--- config.mk ---
export PLATFORM = sky130hd
export DESIGN_NAME = store_buffer_flat
export DESIGN_NICKNAME = d
export VERILOG_FILES = /design/src/rtl/store_buffer_pkg.sv /design/src/rtl/store_buffer_if.sv /design/src/rtl/store_buffer_lane_pack.sv /design/src/rtl/store_buffer.sv /design/src/flat_wrapper.sv
export SDC_FILE = /design/constraint.sdc
export NUM_CORES = 1
export LEC_CHECK = 0
export ABC_CLOCK_PERIOD_IN_PS = 14650
export CORE_MARGIN = 2
export CORE_UTILIZATION = 53
export CTS_CLUSTER_SIZE = 25
export DETAILED_ROUTE_END_ITERATION = 6
export PLACE_DENSITY = 0.85
export SYNTH_ARGS = -nofsm -noshare
export SYNTH_HDL_FRONTEND = slang
export SYNTH_SLANG_ARGS = --single-unit
export TNS_END_PERCENT = 5
--- constraint.sdc ---
create_clock -name clk -period 14.65 [get_ports clk]
set_input_delay 2.1975 -clock clk [delete_from_list [all_inputs] [get_ports clk]]
set_output_delay 2.1975 -clock clk [all_outputs]
set_load 0.1 [all_outputs]
--- src/rtl/store_buffer_pkg.sv ---
// Shared definitions for the store buffer: store op codes, byte-enable
// constants and the layout of one buffered store entry.
package store_buffer_pkg;

   typedef enum logic [1:0] {
      ST_NONE = 2'b00,
      ST_SB   = 2'b01,
      ST_SH   = 2'b10,
      ST_SW   = 2'b11
   } st_op_e;

   localparam logic [3:0] BE_WORD    = 4'b1111;
   localparam logic [3:0] BE_HALF_LO = 4'b0011;
   localparam logic [3:0] BE_HALF_HI = 4'b1100;
   localparam logic [3:0] BE_BYTE0   = 4'b0001;

   // One queued store: word address (byte offset dropped), lanes, data.
   typedef struct packed {
      logic [29:0] waddr;
      logic [3:0]  byteen;
      logic [31:0] wdata;
   } sb_entry_t;

endpackage

--- src/rtl/store_buffer_if.sv ---
// Store-side bus between the MEM stage, the store buffer and data memory.
//
// Handshakes:
//   MEM side : a store transfers on a rising edge where st_valid && st_ready
//              and st_op != ST_NONE. st_ready depends only on registered
//              occupancy, never on st_valid or mem_ack in the same cycle.
//   Mem side : the head entry transfers on a rising edge where
//              mem_req && mem_ack. While mem_req is high and mem_ack low,
//              mem_addr/mem_byteen/mem_wdata hold steady. mem_ack with
//              mem_req low is ignored.
interface store_buffer_if;
   logic        st_valid;
   logic [1:0]  st_op;
   logic [31:0] st_addr;
   logic [31:0] st_wdata;
   logic        st_ready;
   logic        st_ades;
   logic        empty;
   logic        mem_req;
   logic [31:0] mem_addr;
   logic [3:0]  mem_byteen;
   logic [31:0] mem_wdata;
   logic        mem_ack;

   // Pipeline / memory side view (drives stores and acks).
   modport master (
      output st_valid, st_op, st_addr, st_wdata, mem_ack,
      input  st_ready, st_ades, empty, mem_req, mem_addr, mem_byteen, mem_wdata
   );

   // Store buffer view.
   modport slave (
      input  st_valid, st_op, st_addr, st_wdata, mem_ack,
      output st_ready, st_ades, empty, mem_req, mem_addr, mem_byteen, mem_wdata
   );
endinterface

--- src/rtl/store_buffer_lane_pack.sv ---
// Combinational store packer: narrows the register value to the store size,
// replicates it across the lanes and flags misaligned addresses. Mirror image
// of the load-side extender.
module store_lane_pack
   import store_buffer_pkg::*;
(
   input  logic [1:0]  st_op_i,
   input  logic [1:0]  offset_i,
   input  logic [31:0] st_wdata_i,
   output logic [3:0]  byteen_o,
   output logic [31:0] wdata_o,
   output logic        misaligned_o
);

   // Select lanes and replicated data by store size; lane 0 is offset 0.
   always_comb begin
      byteen_o     = 4'b0000;
      wdata_o      = 32'h0;
      misaligned_o = 1'b0;
      case (st_op_i)
         ST_SB: begin
            byteen_o = BE_BYTE0 << offset_i;
            wdata_o  = {4{st_wdata_i[7:0]}};
         end
         ST_SH: begin
            byteen_o     = offset_i[1] ? BE_HALF_HI : BE_HALF_LO;
            wdata_o      = {2{st_wdata_i[15:0]}};
            misaligned_o = offset_i[0];
         end
         ST_SW: begin
            byteen_o     = BE_WORD;
            wdata_o      = st_wdata_i;
            misaligned_o = |offset_i;
         end
         default: ;
      endcase
   end

endmodule

--- src/rtl/store_buffer.sv ---
// Store buffer: packs accepted stores, queues them in a DEPTH-entry FIFO and
// drains the head to data memory over req/ack. Misaligned stores are
// accepted but dropped, raising st_ades for one cycle.
module store_buffer
   import store_buffer_pkg::*;
#(
   parameter int DEPTH = 2
) (
   input logic           clk,
   input logic           reset,
   store_buffer_if.slave sb
);

   localparam int PW = (DEPTH > 1) ? $clog2(DEPTH) : 1;
   localparam int CW = PW + 1;
   localparam logic [CW-1:0] DEPTH_C = CW'(DEPTH);

   sb_entry_t      fifo_q [DEPTH];
   logic [PW-1:0]  wr_ptr_q, wr_ptr_d;
   logic [PW-1:0]  rd_ptr_q, rd_ptr_d;
   logic [CW-1:0]  count_q, count_d;
   logic           ades_q, ades_d;

   logic [3:0]     pk_byteen;
   logic [31:0]    pk_wdata;
   logic           pk_mis;
   logic           ready, not_empty;
   logic           accept, push, pop;
   sb_entry_t      head, new_entry;

   store_lane_pack u_pack (
      .st_op_i      (sb.st_op),
      .offset_i     (sb.st_addr[1:0]),
      .st_wdata_i   (sb.st_wdata),
      .byteen_o     (pk_byteen),
      .wdata_o      (pk_wdata),
      .misaligned_o (pk_mis)
   );

   // Status is derived from registered occupancy only.
   assign ready     = (count_q < DEPTH_C);
   assign not_empty = (count_q != '0);

   assign accept = sb.st_valid && ready && (sb.st_op != ST_NONE);
   assign push   = accept && !pk_mis;
   assign pop    = not_empty && sb.mem_ack;

   assign new_entry = '{waddr: sb.st_addr[31:2], byteen: pk_byteen, wdata: pk_wdata};
   assign head      = fifo_q[rd_ptr_q];

   assign sb.st_ready  = ready;
   assign sb.empty     = !not_empty;
   assign sb.mem_req   = not_empty;
   assign sb.st_ades   = ades_q;
   assign sb.mem_addr  = {head.waddr, 2'b00};
   assign sb.mem_byteen = head.byteen;
   assign sb.mem_wdata = head.wdata;

   // Next pointers, occupancy and exception flag.
   always_comb begin
      wr_ptr_d = wr_ptr_q;
      rd_ptr_d = rd_ptr_q;
      count_d  = count_q;
      ades_d   = accept && pk_mis;
      if (push) wr_ptr_d = wr_ptr_q + 1'b1;
      if (pop)  rd_ptr_d = rd_ptr_q + 1'b1;
      case ({push, pop})
         2'b10:   count_d = count_q + 1'b1;
         2'b01:   count_d = count_q - 1'b1;
         default: count_d = count_q;
      endcase
   end

   // Control state with synchronous reset; discards pending entries.
   always_ff @(posedge clk) begin
      if (reset) begin
         wr_ptr_q <= '0;
         rd_ptr_q <= '0;
         count_q  <= '0;
         ades_q   <= 1'b0;
      end else begin
         wr_ptr_q <= wr_ptr_d;
         rd_ptr_q <= rd_ptr_d;
         count_q  <= count_d;
         ades_q   <= ades_d;
      end
   end

   // Entry storage; contents are only visible through a valid count.
   always_ff @(posedge clk) begin
      if (push && !reset) fifo_q[wr_ptr_q] <= new_entry;
   end

endmodule

--- src/flat_wrapper.sv ---
// flat-port wrapper written by rule: the top's interface ports become plain ports
module store_buffer_flat import store_buffer_pkg::*;
#(
   parameter int DEPTH = 2
)
  (clk, reset, sb_st_valid, sb_st_op, sb_st_addr, sb_st_wdata, sb_mem_ack, sb_st_ready, sb_st_ades, sb_empty, sb_mem_req, sb_mem_addr, sb_mem_byteen, sb_mem_wdata);
  store_buffer_if sb_i ();
  input logic clk;
  input logic reset;
  input wire logic [$bits(sb_i.st_valid)-1:0] sb_st_valid;
  input wire logic [$bits(sb_i.st_op)-1:0] sb_st_op;
  input wire logic [$bits(sb_i.st_addr)-1:0] sb_st_addr;
  input wire logic [$bits(sb_i.st_wdata)-1:0] sb_st_wdata;
  input wire logic [$bits(sb_i.mem_ack)-1:0] sb_mem_ack;
  output wire logic [$bits(sb_i.st_ready)-1:0] sb_st_ready;
  output wire logic [$bits(sb_i.st_ades)-1:0] sb_st_ades;
  output wire logic [$bits(sb_i.empty)-1:0] sb_empty;
  output wire logic [$bits(sb_i.mem_req)-1:0] sb_mem_req;
  output wire logic [$bits(sb_i.mem_addr)-1:0] sb_mem_addr;
  output wire logic [$bits(sb_i.mem_byteen)-1:0] sb_mem_byteen;
  output wire logic [$bits(sb_i.mem_wdata)-1:0] sb_mem_wdata;
  assign sb_i.st_valid = sb_st_valid;
  assign sb_i.st_op = sb_st_op;
  assign sb_i.st_addr = sb_st_addr;
  assign sb_i.st_wdata = sb_st_wdata;
  assign sb_i.mem_ack = sb_mem_ack;
  assign sb_st_ready = sb_i.st_ready;
  assign sb_st_ades = sb_i.st_ades;
  assign sb_empty = sb_i.empty;
  assign sb_mem_req = sb_i.mem_req;
  assign sb_mem_addr = sb_i.mem_addr;
  assign sb_mem_byteen = sb_i.mem_byteen;
  assign sb_mem_wdata = sb_i.mem_wdata;
  store_buffer #(.DEPTH(DEPTH)) u_core (.clk(clk), .reset(reset), .sb(sb_i));
endmodule
==> impl_metrics.py, run 1 <==
metrics = {
    "floorplanning": {
        "dieHeight_um": 106.7,
        "num_rows": 37,
        "io-pin-count": 142,
        "start_util_pct": 54.42,
        "core_area_um2": 10280,
        "die_area_um2": 11390,
        "die_x_um": 106.7,
    },
    "synth": {
        "synth_edf_count": 132,
        "ys_warn_count": 0,
        "syn_area_per_cell_um2": 17.00,
        "synthDistinctLibCells": 31,
        "synth_seq_cells": 138,
        "synthFlopType": "edfxtp_1",
        "netlist_area_um2": 5593,
        "syn_inst": 329,
        "ys_seq_area_share_pct": 73.02,
        "synthArstFlopShare_pct": 0,
    },
    "critical_path": {
        "r2r_setup_slack_ns": 12.47,
        "cp-end-kind": "output pin",
        "crit_fanout": 66,
        "arrival_ns": 2.97,
        "crit_type": "register to output pin",
        "startpoint_type": "register",
        "path_cells": "buf_4, mux2_2, clkdlybuf4s50_1",
        "timing.rr.start": "u_core.count_q[1]",
        "critPathMaxStageDelay_ns": 1.16,
        "r2r-end": "u_core.fifo_q[1][53]",
        "rr_worst_depth": 4,
        "worstSetupPathDepth": 3,
        "critical_path.slowest_cell": "clkdlybuf4s50_1",
        "critPathRequiredTime_ns": 12.45,
        "critPathBufInv": 2,
        "crit_family": "buffers and inverters",
    },
    "sta": {
        "tightest_slew_ns": 1.028,
        "min_period_ns": 5.168,
        "timing.final.crit_share_pct": 35.28,
        "finalMaxSlewViolations": 0,
        "setup_viol": 0,
        "slew_headroom_pct": 31.24,
        "rsz0062_at_grt": "no",
        "tns_ns": 0,
        "clock_skew_ns": 0.006223,
        "finalHoldViolCount": 0,
        "timing.fmax_mhz": 193.5,
    },
    "power_and_ir_drop": {
        "leakagePower_nw": 2.648,
        "max-vdd-ir-drop_mv": 0.1288,
        "p_comb_share_pct": 40.9,
        "clkPwrFrac_pct": 28.5,
        "power_density_nw_per_um2": 197.4,
        "p_switching_mw": 0.6233,
        "swShare_pct": 41.01,
        "pwr-share-seq_pct": 30.6,
        "power.internal_mw": 0.8968,
        "power.total_mw": 1.520,
    },
    "drt": {
        "post-route-drc-count": 0,
        "detail_route.wirelength_um": 11710,
        "drt_iter0_markers": 168,
        "vias": 3341,
        "vias_per_cell": 5.380,
        "wl_per_cell_um": 18.86,
        "ant_nets": 0,
        "first_pass_iters": 4,
    },
    "grt": {
        "antenna_found_initial": 0,
        "busiest_layer": "met2",
        "grt_pass1_vias": 3456,
        "grtUsageMet2_pct": 35.26,
        "met3_usage_pct": 6.991,
        "grt_use_total_pct": 21.08,
        "met1_usage_pct": 26.20,
        "grt_start_max_net_pins": 67,
        "gr-total-overflow": 0,
        "grt_pass1_wl_um": 17900,
    },
    "cells_and_area": {
        "antenna_cells": 0,
        "nets": 543,
        "fill_cells": 653,
        "drive_above_1_share_pct": 21.86,
        "area_growth_pct": 37.70,
        "design_area_um2": 7701,
    },
    "worst_hold_path": {
        "worstHoldStart": "u_core.rd_ptr_q",
        "min_to": "u_core.rd_ptr_q",
        "holdCritPathClass": "register to register",
        "holdPathStages": 2,
    },
    "clock_network": {
        "cts_sinks": 138,
        "holdBufCountCts": 0,
        "clock_latency_ns": 0.50,
        "htree_levels": 4,
        "path_clk_slew_ns": 0.06,
        "cts_tree": "yes",
        "cts_buffers": 17,
        "cts_root_buf": "clkbuf_8",
        "post-cts-setup-buffers": 0,
        "ctsResizeCount": 0,
        "clockBufferDepth": 2,
    },
    "place": {
        "hpwl_um": 7594,
        "gp_congestion": 0.8752,
        "io_buffers": 139,
        "place_area_um2": 7088,
    },
    "status": {
        "outcome": "finished clean",
    },
    "flow_run": {
        "cap_viol_max_count": 0,
    },
}
-- cells in the final DEF (no fill, tap or decap), drive strengths merged --
master,synthesis,layout
bufinv,0,4
clkinv,0,5
a21o,1,1
nand3,6,6
edfxtp,132,132
inv,5,7
clkinvlp,0,4
ha,1,1
a211o,1,1
conb,1,2
dfxtp,6,6
buf,14,4
nor3,2,2
nand2b,1,1
mux2i,16,16
xor2,1,1
clkdlybuf4s50,0,138
nor2,7,7
nor2b,9,9
o21ai,19,19
and2b,1,1
mux2,67,67
or3,1,1
o21a,1,1
nor3b,1,1
clkbuf,5,17
xnor2,2,2
or2,1,1
a21oi,8,8
nand2,12,12
a22o,8,8
-- tightest hold or removal path, delay by kind of cell (launching register included) --
| kind | cells | cell delay [ns] |
|---|---|---|
| AND/OR/NAND/NOR | 1 | 0.08 |
| XOR/XNOR | 1 | 0.09 |
| flip-flops | 1 | 0.33 |
-- through the flow --
stage,hold WS [ns],std cells,setup slack (ns),utilization [%]
after floorplan,0.4810,330,6.405,-
after global placement,0.4995,589,9.853,68.97
after detailed placement,0.5207,589,9.753,68.97
after CTS,0.5374,621,9.442,74.93
after global routing,0.5964,621,9.339,74.93
final,0.5372,621,9.482,74.93
-- state kept, by name (all words and copies together) (netlist names), named ones only --
name and cells:
u_core.count_q 2, u_core.fifo_q 132, u_core.rd_ptr_q 1, u_core.sb.st_ades 1
u_core.wr_ptr_q 1
-- how the worst max path moves through the flow --
| stage | from | end | slack [ns] |
|---|---|---|---|
| final | register | sb_mem_wdata[6] | 9.48 |
| after global routing | register | sb_mem_wdata[3] | 9.34 |
| after CTS | register | sb_mem_wdata[3] | 9.44 |
| after global placement | sb_st_op[1] | u_core.fifo_q[1][51] | 9.85 |
| after detailed placement | sb_st_op[1] | u_core.fifo_q[1][44] | 9.75 |
| after floorplan | sb_st_op[0] | u_core.fifo_q[1][0] | 6.41 |
-- cells by family after synthesis --
logic type | count (synthesis) | synth area share [%]
buffers and inverters | 24 | 2.103
AND/OR/NAND/NOR | 41 | 3.602
XOR/XNOR | 3 | 0.4699
AO/OA/AOI/OAI | 38 | 4.094
other | 1 | 0.06705
multiplexers | 83 | 16.42
adder cells (fa/ha/maj) | 1 | 0.2237
flip-flops | 138 | 73.02
-- cell usage after synthesis (all sizes together) (2+ instances only) --
library cell / instances / area, µm²
nor3: 2 / 10.01
nor2b: 9 / 56.30
xnor2: 2 / 17.52
clkbuf: 5 / 18.77
dfxtp: 6 / 120.1
nor2: 7 / 26.28
nand3: 6 / 30.03
mux2i: 16 / 160.2
edfxtp: 132 / 3964
a22o: 8 / 70.07
a21oi: 8 / 40.04
nand2: 12 / 45.04
o21ai: 19 / 95.09
inv: 5 / 18.77
buf: 14 / 80.07
mux2: 67 / 758.2
-- cell type report --
cell class                 instances  area, µm²  area share [%]
tap                              136      170.2           2.210
clock inverter                    15      198.9           2.583
inverter                           5      18.77          0.2437
multi-input combinational        168       1405           18.25
sequential                       138       4085           53.05
clock buffer                      17      414.1           5.378
timing repair buffer             142       1409           18.29
-- per-layer routing --
| metal | vias up | part of all wire [%] |
|---|---|---|
| met1 | 1622 | 41 |
| met4 | 0 | 1.2 |
| li1 | 1545 | - |
| met2 | 161 | 50 |
| met3 | 13 | 8.0 |
| met5 | - | 0 |
-- power groups by stage --
stage | Sequential [mW] | Combinational [mW] | Clock, mW
2_1_floorplan | 0.474 | 0.487 | 0
3_3_place_gp | 0.471 | 0.619 | 0
3_5_place_dp | 0.473 | 0.623 | 0
4_1_cts | 0.465 | 0.626 | 0.439
5_1_grt | 0.467 | 0.640 | 0.457
6_report | 0.465 | 0.622 | 0.433
No activity file was read; power rests on OpenSTA's default activity.
==> run 2, diff against run 1 <==
Settings changed: ABC_CLOCK_PERIOD_IN_PS 14650 to 4530, CORE_UTILIZATION 53 to 44, PLACE_DENSITY 0.85 to 0.76.
Clock period 14.65 ns to 4.53 ns, I/O delays scaled along.
==> impl_metrics.py, run 2 (synthesis gave the netlist of run 1 again) <==
metrics = {
    "status": {
        "outcome": "finished clean",
    },
    "place": {
        "io_buffers": 139,
        "place_area_um2": 7167,
        "placedCellCount": 627,
        "gp_congestion": 0.8203,
        "hpwl_um": 7738,
    },
    "cells_and_area": {
        "largest_reg_flops": 132,
        "final_common_cell": "clkdlybuf4s50_1",
        "reg.largest.list": "u_core.fifo_q: 132 flops, u_core.count_q: 2 flops",
        "nets": 545,
        "final_cell_mix": "138 x clkdlybuf4s50_1, 132 x edfxtp_1, 66 x mux2_2",
        "antenna_cells": 0,
        "top_register": "u_core.fifo_q",
        "drive_above_1_share_pct": 20.74,
        "fill_cells": 957,
        "area_growth_pct": 38.32,
        "design_area_um2": 7736,
        "utilization_pct": 61.81,
        "layoutNonFillerInstCount": 659,
    },
    "sta": {
        "timing.final.crit_share_pct": 79.12,
        "min_period_ns": 3.584,
        "tns_ns": 0,
        "slew_headroom_pct": 30.32,
        "finalHoldViolCount": 0,
        "holdWs_ns": 0.5432,
        "setup_viol": 0,
        "finalMaxSlewViolations": 0,
        "tightest_slew_ns": 1.042,
        "rsz0062_at_grt": "no",
        "timing.fmax_mhz": 279.0,
        "clock_skew_ns": 0.009818,
    },
    "critical_path": {
        "cp-end-kind": "output pin",
        "crit_type": "register to output pin",
        "crit_fanout": 24,
        "startpoint_type": "register",
        "critPathRequiredTime_ns": 3.85,
        "r2r_setup_slack_ns": 2.30,
        "r2r-end": "u_core.fifo_q[1][1]",
        "timing.rr.start": "u_core.count_q[1]",
        "arrival_ns": 2.90,
        "rr_worst_depth": 4,
    },
    "floorplanning": {
        "io-pin-count": 142,
        "die_x_um": 116.7,
        "die_area_um2": 13630,
        "num_rows": 41,
        "core_area_um2": 12520,
        "start_util_pct": 44.68,
        "dieHeight_um": 116.7,
    },
    "worst_hold_path": {
        "min_to": "u_core.rd_ptr_q",
        "holdCritPathClass": "register to register",
        "holdPathStages": 2,
        "worstHoldStart": "u_core.rd_ptr_q",
    },
    "drt": {
        "wl_per_cell_um": 17.46,
        "post-route-drc-count": 0,
        "first_pass_iters": 4,
        "vias_per_cell": 5.012,
        "ant_nets": 0,
        "vias": 3303,
        "drt_iter0_markers": 304,
        "detail_route.wirelength_um": 11510,
    },
    "clock_network": {
        "cts_sinks": 138,
        "htree_levels": 4,
        "cts_root_buf": "clkbuf_16",
        "cts_tree": "yes",
        "clockBufferDepth": 2,
        "ctsResizeCount": 0,
        "cts_buffers": 17,
        "path_clk_slew_ns": 0.06,
        "post-cts-setup-buffers": 0,
        "clock_latency_ns": 0.41,
        "holdBufCountCts": 0,
    },
    "power_and_ir_drop": {
        "power_density_nw_per_um2": 626.1,
        "leakagePower_nw": 2.658,
        "max-vdd-ir-drop_mv": 0.4817,
    },
    "grt": {
        "grt_use_total_pct": 17.21,
        "antenna_found_initial": 0,
        "grt_start_max_net_pins": 67,
        "gr-total-overflow": 0,
        "grt_pass1_wl_um": 16820,
        "grt_pass1_vias": 3191,
    },
    "flow_run": {
        "cap_viol_max_count": 0,
    },
}
==> run 2: cell types whose count changed in the layout (fill, tap and decap cells not counted), moves of 2 or more <==
cell and change:
clkbuf_1 +5, clkinv_1 +2, clkinvlp_4 -4, inv_6 -2
==> run 2: final cells by class <==
class,count,area [µm²],area share [%]
Tap cell,172,215.2,2.782
Clock buffer,22,444.2,5.742
Sequential cell,138,4085,52.81
Inverter,5,18.77,0.2426
Timing Repair Buffer,144,1436,18.57
Multi-Input combinational cell,168,1411,18.24
Clock inverter,10,125.1,1.617
==> run 2: through the flow <==
stage / total power, mW / setup WS, ns
finish: 4.844 / 0.9460
global route: 4.987 / 0.8145
CTS: 4.876 / 0.9079
detailed placement: 3.553 / 1.267
global placement: 3.542 / 1.367
floorplan: 3.107 / -1.842
==> run 2: worst max-delay path by stage <==
stage	start	to	slack (ns)	cells after the start
after detailed placement	sb_st_op[0]	u_core.fifo_q[1][50]	1.27	5
after global routing	register	sb_mem_wdata[7]	0.81	3
after CTS	register	sb_mem_wdata[7]	0.91	3
after floorplan	sb_st_op[0]	u_core.fifo_q[0][0]	-1.84	4
after global placement	register	sb_mem_wdata[7]	1.37	3
final	register	sb_mem_wdata[7]	0.95	3
==> run 2: report_power, final <==
group	switching, mW	leakage, nW	total, mW	internal, mW
clock network	0.467	0.278	1.32	0.856
registers	0.0518	1.25	1.53	1.48
logic	1.46	1.12	1.99	0.531
==> run 2: layer usage <==
layer,up-vias,track usage (%),share of wire [%]
met3,14,6.798,8.2
met1,1599,22.50,44
li1,1546,-,-
met5,-,0,0
met2,144,26.55,46
met4,0,5.647,1.1
==> run 2: critical path, cell delays in order (launching register included) <==
cell	delay (ns)
dfxtp_2	0.69
buf_4	0.40
mux2_2	0.22
clkdlybuf4s50_1	1.17
==> run 3, diff against run 2 <==
Settings changed: ABC_CLOCK_PERIOD_IN_PS 4530 to 3400, CORE_UTILIZATION 44 to 49, PLACE_DENSITY 0.76 to 0.8.
Clock period 4.53 ns to 3.4 ns, I/O delays scaled along.
==> impl_metrics.py, run 3 (synthesis gave the netlist of run 1 again) <==
metrics = {
    "status": {
        "outcome": "finished clean",
    },
    "clock_network": {
        "cts_root_buf": "clkbuf_16",
        "ctsResizeCount": 0,
        "htree_levels": 4,
        "cts_sinks": 138,
        "clockBufferDepth": 2,
        "path_clk_slew_ns": 0.06,
        "cts_tree": "yes",
        "post-cts-setup-buffers": 0,
        "holdBufCountCts": 0,
        "cts_buffers": 17,
        "clock_latency_ns": 0.40,
    },
    "drt": {
        "drt_iter0_markers": 251,
        "ant_nets": 0,
        "vias_per_cell": 5.293,
        "vias": 3345,
        "post-route-drc-count": 0,
        "wl_per_cell_um": 18.12,
        "detail_route.wirelength_um": 11450,
        "first_pass_iters": 4,
    },
    "sta": {
        "finalMaxSlewViolations": 0,
        "min_period_ns": 2.645,
        "tightest_slew_ns": 0.9679,
        "timing.final.crit_share_pct": 77.80,
        "rsz0062_at_grt": "no",
        "slew_headroom_pct": 35.27,
        "finalHoldViolCount": 0,
        "timing.fmax_mhz": 378.0,
        "worst_slack_ns": 0.7548,
        "setup_viol": 0,
        "clock_skew_ns": 0.006010,
    },
    "grt": {
        "grt_pass1_vias": 3433,
        "gr-total-overflow": 0,
        "grt_use_total_pct": 18.66,
        "grt_pass1_wl_um": 17730,
        "grt_start_max_net_pins": 67,
        "antenna_found_initial": 0,
    },
    "cells_and_area": {
        "largest_reg_flops": 132,
        "layoutNonFillerInstCount": 632,
        "nets": 547,
        "fill_cells": 791,
        "drive_above_1_share_pct": 36.40,
        "reg.largest.list": "u_core.fifo_q: 132 flops, u_core.count_q: 2 flops",
        "design_area_um2": 7580,
        "top_register": "u_core.fifo_q",
        "final_cell_mix": "132 x edfxtp_1, 72 x buf_4, 71 x clkdlybuf4s50_1",
        "area_growth_pct": 35.53,
        "utilization_pct": 67.24,
        "antenna_cells": 0,
        "final_common_cell": "edfxtp_1",
    },
    "floorplanning": {
        "start_util_pct": 49.62,
        "die_area_um2": 12280,
        "core_area_um2": 11270,
        "dieHeight_um": 110.8,
        "die_x_um": 110.8,
        "num_rows": 39,
        "io-pin-count": 142,
    },
    "power_and_ir_drop": {
        "max-vdd-ir-drop_mv": 0.6013,
        "power_density_nw_per_um2": 844.5,
        "leakagePower_nw": 2.732,
        "power.total_mw": 6.401,
    },
    "place": {
        "placedCellCount": 600,
        "gp_congestion": 0.8314,
        "hpwl_um": 7707,
        "dp_worst_setup_slack_ns": 0.6686,
        "place_area_um2": 6997,
        "io_buffers": 139,
    },
    "critical_path": {
        "critPathRequiredTime_ns": 2.89,
        "startpoint_type": "register",
        "crit_fanout": 28,
        "cp-end-kind": "output pin",
        "crit_type": "register to output pin",
        "arrival_ns": 2.14,
    },
    "worst_hold_path": {
        "holdCritPathClass": "register to register",
    },
    "flow_run": {
        "cap_viol_max_count": 0,
    },
}
run 3: cell type report:
cell class | instances | area, µm² | area share (%)
flip-flops and latches | 138 | 4085 | 53.90
multi-input cells | 168 | 1418 | 18.70
repair buffers | 146 | 1296 | 17.10
clock buffers | 17 | 425.4 | 5.612
well taps | 143 | 178.9 | 2.361
clock inverters | 15 | 157.7 | 2.080
inverters | 5 | 18.77 | 0.2476
run 3: final timing paths:
check / from / to / slack, ns / cells past startpoint
max: register / sb_mem_addr[19] / 0.75 / 3
min: u_core.rd_ptr_q / register / 0.52 / 2
max reg2reg: u_core.count_q[1] / u_core.fifo_q[1][0] / 1.52 / 4
min reg2reg: u_core.rd_ptr_q / register / 0.52 / 2
run 3: per-stage QoR:
stage	TNS, ns	hold WS, ns
2_1_floorplan	-53.06	0.4810
3_3_place_gp	0	0.5004
3_5_place_dp	0	0.5065
4_1_cts	0	0.5236
5_1_grt	0	0.5736
6_report	0	0.5184
run 3: power breakdown:
group / total [mW] / leakage (nW) / switching [mW] / internal [mW]
combinational: 2.60 / 1.20 / 1.95 / 0.643
clock: 1.77 / 0.280 / 0.732 / 1.04
sequential: 2.03 / 1.25 / 0.0649 / 1.97
run 3: metal layers:
| metal | global-route usage [%] | routed length (µm) |
|---|---|---|
| met1 | 25.22 | 4698 |
| met2 | 29.98 | 5739 |
| met3 | 6.069 | 938 |
| met4 | 4.000 | 73 |
| met5 | 0 | 0 |
run 3: worst max-delay path: stages, from the launching register on:
cell and delay, ns:
dfxtp_2 0.64, buf_4 0.44, mux2_2 0.40, buf_4 0.24
